==> config.mk <==
export PLATFORM = sky130hd
export DESIGN_NAME = hermes_local_injector
export DESIGN_NICKNAME = d
export VERILOG_FILES = /design/src/rtl/hermes_local_injector.sv
export SDC_FILE = /design/constraint.sdc
export NUM_CORES = 1
export LEC_CHECK = 0
export BUFFER_PORTS_ARGS = -buffer_cell sky130_fd_sc_hd__buf_2
export CAP_MARGIN = 20
export CORE_MARGIN = 3
export CORE_UTILIZATION = 40
export CTS_BUF_LIST = sky130_fd_sc_hd__clkbuf_4 sky130_fd_sc_hd__clkbuf_8
export DETAILED_ROUTE_END_ITERATION = 16
export HOLD_SLACK_MARGIN = 0.03
export SYNTH_ARGS = -nofsm -noshare
export SYNTH_HDL_FRONTEND = slang
export SYNTH_SLANG_ARGS = --single-unit
==> constraint.sdc <==
create_clock -name clk_i -period 7 [get_ports clk_i]
set_input_delay 1.75 -clock clk_i [delete_from_list [all_inputs] [get_ports clk_i]]
set_output_delay 1.75 -clock clk_i [all_outputs]
set_load 0.01 [all_outputs]
==> src/rtl/hermes_local_injector.sv <==
// Hermes LOCAL-port packet injector: header, size, payload flits
// with credit flow control through one registered output slot.
module hermes_local_injector #(
    parameter int FLIT_SIZE   = 32,
    parameter int MAX_PAYLOAD = 256
) (
    input  logic                 clk_i,
    input  logic                 rst_i,
    input  logic                 req_valid_i,
    output logic                 req_ready_o,
    input  logic [15:0]          req_target_i,
    input  logic [15:0]          req_size_i,
    input  logic                 pl_valid_i,
    output logic                 pl_ready_o,
    input  logic [FLIT_SIZE-1:0] pl_data_i,
    output logic                 tx_o,
    input  logic                 credit_i,
    output logic [FLIT_SIZE-1:0] data_o,
    output logic                 busy_o,
    output logic                 pkt_sent_o,
    output logic                 err_size_o
);

    typedef enum logic [1:0] {
        IDLE,
        SIZE,
        PAYLOAD
    } state_t;

    localparam logic [15:0] MAX_SZ = 16'(MAX_PAYLOAD);

    state_t               state;
    logic [15:0]          size_q;
    logic [15:0]          cnt;
    logic                 last_q;
    logic                 tx_q;
    logic [FLIT_SIZE-1:0] data_q;
    logic                 pkt_q;
    logic                 err_q;

    logic slot_free;
    logic req_hs;
    logic pl_hs;
    logic size_ok;

    assign slot_free   = !tx_q || credit_i;
    assign req_ready_o = (state == IDLE) && slot_free;
    assign pl_ready_o  = (state == PAYLOAD) && slot_free;
    assign req_hs      = req_valid_i && req_ready_o;
    assign pl_hs       = pl_valid_i && pl_ready_o;
    assign size_ok     = (req_size_i != 16'd0) && (req_size_i <= MAX_SZ);

    assign tx_o       = tx_q;
    assign data_o     = data_q;
    assign busy_o     = (state != IDLE) || tx_q;
    assign pkt_sent_o = pkt_q;
    assign err_size_o = err_q;

    // Packet FSM driving the output slot, counters and status pulses
    always_ff @(posedge clk_i) begin
        if (rst_i) begin
            state  <= IDLE;
            size_q <= '0;
            cnt    <= '0;
            last_q <= 1'b0;
            tx_q   <= 1'b0;
            data_q <= '0;
            pkt_q  <= 1'b0;
            err_q  <= 1'b0;
        end else begin
            pkt_q <= tx_q && credit_i && last_q;
            err_q <= 1'b0;
            // a taken flit empties the slot unless reloaded below
            if (slot_free) begin
                tx_q   <= 1'b0;
                last_q <= 1'b0;
            end
            unique case (state)
                IDLE: begin
                    if (req_hs) begin
                        if (size_ok) begin
                            tx_q   <= 1'b1;
                            data_q <= {{(FLIT_SIZE-16){1'b0}}, req_target_i};
                            size_q <= req_size_i;
                            cnt    <= req_size_i;
                            state  <= SIZE;
                        end else begin
                            err_q <= 1'b1;
                        end
                    end
                end
                SIZE: begin
                    if (slot_free) begin
                        tx_q   <= 1'b1;
                        data_q <= {{(FLIT_SIZE-16){1'b0}}, size_q};
                        state  <= PAYLOAD;
                    end
                end
                PAYLOAD: begin
                    if (pl_hs) begin
                        tx_q   <= 1'b1;
                        data_q <= pl_data_i;
                        cnt    <= cnt - 16'd1;
                        if (cnt == 16'd1) begin
                            last_q <= 1'b1;
                            state  <= IDLE;
                        end
                    end
                end
                default: state <= IDLE;
            endcase
        end
    end

endmodule

==> flow_summary.ini <==
[synthesis]
seq_area_frac_synth = 0.394
async_flop_share = 0
syn_area_per_cell_um2 = 8.32
synthTopCellsByArea = dfxtp_1 39%, a21oi_1 6.5%, o21ai_0 4.8%
synth-seq-cells = 70
ys.flop_type = dfxtp_1
syn_area_mm2 = 0.00356
yosysTopAreaCell = dfxtp_1
synth_cell_types = 49
synth.most_common_cell = dfxtp_1
synth_cells = 428
synth_warnings = 0
yosys-top-cells-count = 70 x dfxtp_1, 46 x a21oi_1, 34 x o21ai_0
synth_top_area_frac = 0.394
synth_edf_count = 0
synth_fp_nets = 503

[sta]
setup_violations = 0
tightest_slew_ns = 1.05
slew_headroom = 0.298
tns_ns = 0
finalCritPeriodShare = 0.599
fin_skew_ns = 0.0121
fin_hold_ws_ns = 0.461
hold_viol = 0
report.final.slew_viol_count = 0
min_period_ns = 4.19
grt_setup_unrepaired = false
fmax_mhz = 239

[clocking]
htreeDepth = 3
cts_setup_buffers = 0
clk_pin_slew_worst_paths_ns = 0.07
clk_latency_ns = 0.35
cts_resized = 0
clock-sinks = 70
cts_made_buffers = 9
tritoncts = yes
holdBufCountCts = 0
clock-root-buffer = clkbuf_8
cts_buffer_depth = 2

[floorplanning]
rows = 33
io_pins = 107
floorplan.initialDensity = 0.423
die_h_um = 100
die_area_mm2 = 0.0101
coreArea_mm2 = 0.00842
chipWidth_um = 100

[route]
wl_per_cell_um = 17.5
drtIter0Drc = 238
drc_errors = 0
via_per_inst = 5.82
top_layer_used = met4
drt-met1-wl_mm = 4.79
finalWirelength_mm = 10.9
dr.pass1.iters = 5
vias = 3611
dr_wl_met2_mm = 5.25
met3_length_um = 702
drtAntennaViolNets = 0

[layout]
fin_nets = 585
diodes = 0
syn2layout_area_growth_pct = 20.4
drive_gt1_frac = 0.264

[power_and_ir_drop]
clockPowerShare = 0.396
power.switching_mw = 0.193
p_int_mw = 0.567
swShare = 0.254
power.leakage_nw = 1.64
seq_power_share = 0.526
cellPowerDensity_mw_per_mm2 = 177
p_comb_frac = 0.078
ir_drop_v = 0.0000922

[global_routing]
track_usage = 0.211
grt_max_degree = 66
gr-total-overflow = 0
grt_pass1_wl_mm = 17.2
antenna_found_initial = 0
grt_pass1_vias = 3363

[setup_path]
cp.required_ns = 5.25
crit_arrival_ns = 2.44
cp_max_fo = 6
startpoint_type = input pin
critical_path_class = in -> out
rrSetupSlack_ns = 4.22
end_kind = primary output

[place]
port_buffers = 106
finalWeightedCongestion = 0.824
hpwl_mm = 7.29

[min_path]
hp-class = reg -> reg

[job]
maxCapViolCount = 0

[status]
status = finished, final reports clean
layout make-up:
cell class / instances / area (um^2)
sequential: 70 / 1400
clock buffer: 12 / 153
fill: 841 / 4140
inverter: 11 / 41.3
multi-input combinational: 306 / 1940
tap: 105 / 131
clock inverter: 4 / 22.5
timing repair buffer: 112 / 599
metal layers:
metal / vias up / global-route usage
met1: 1721 / 0.288
met4: 0 / 0.0632
met5: - / 0
li1: 1776 / -
met3: 10 / 0.0507
met2: 104 / 0.332
power by group through the flow:
stage | Sequential [mW] | Clock [mW] | Combinational (mW)
after floorplan | 0.409 | 0 | 0.0254
after global placement | 0.409 | 0 | 0.0559
after detailed placement | 0.409 | 0 | 0.0567
after CTS | 0.399 | 0.305 | 0.0568
after global routing | 0.400 | 0.326 | 0.0648
final | 0.399 | 0.301 | 0.0591
critical path, cell delays in order:
cell,delay [ns]
buf_2,0.11
nor2b_1,0.29
nor2_1,0.12
buf_2,0.17
path summary, 6_finish.rpt:
path | from | end | cells past startpoint
worst max-delay path | credit_i | pl_ready_o | 4
worst min-delay path | last_q$_SDFF_PP0_ | last_q$_SDFF_PP0_ | 2
worst max register to register | state[0]$_SDFFE_PP0P_ | cnt[14]$_SDFFE_PP0P_ | 7
worst min register to register | last_q$_SDFF_PP0_ | last_q$_SDFF_PP0_ | 2
through the flow:
step	cells	cell area [um^2]	setup WS, ns	total power, mW	util
2_1_floorplan	428	3560	3.11	0.434	-
3_3_place_gp	602	4070	2.81	0.465	0.483
4_1_cts	619	4260	2.81	0.761	0.505
6_report	620	4280	2.81	0.759	0.509
5_1_grt	620	4280	2.75	0.790	0.509
3_5_place_dp	603	4080	2.81	0.465	0.485
registers in the layout (all words and copies together), names as in the netlist:
| register | flops |
|---|---|
| data_o | 32 |
| cnt | 16 |
| size_q | 16 |
| state | 2 |
| err_size_o | 1 |
| last_q | 1 |
| pkt_sent_o | 1 |
| tx_o | 1 |
cell usage in the layout, fill, tap and decap left out, types with 3 or more instances in the layout:
master | netlist | final
a211oi_1 | 4 | 4
a21oi_1 | 46 | 46
a22oi_1 | 17 | 17
and2_1 | 9 | 9
and3_1 | 4 | 4
buf_2 | 2 | 106
buf_4 | 5 | 4
clkbuf_8 | 0 | 10
clkinv_2 | 0 | 3
dfxtp_1 | 70 | 70
ha_1 | 6 | 5
inv_1 | 11 | 11
mux2i_1 | 15 | 15
nand2_1 | 29 | 29
nand2b_1 | 4 | 4
nand3_1 | 9 | 8
nand4_1 | 21 | 21
nor2_1 | 24 | 24
nor2b_1 | 4 | 4
nor3_1 | 12 | 12
nor4_1 | 5 | 5
o2111ai_1 | 17 | 16
o21a_1 | 3 | 3
o21ai_0 | 34 | 34
o31a_1 | 3 | 3
o31ai_1 | 8 | 8
o32ai_1 | 5 | 5
or3_1 | 3 | 3
logic make-up after synthesis:
family / share of synthesized area
compound gates: 0.285
simple gates: 0.191
flops: 0.394
buf+inv: 0.0664
mux: 0.0422
fa+ha+maj: 0.0211
(Power assumes the default switching activity.)
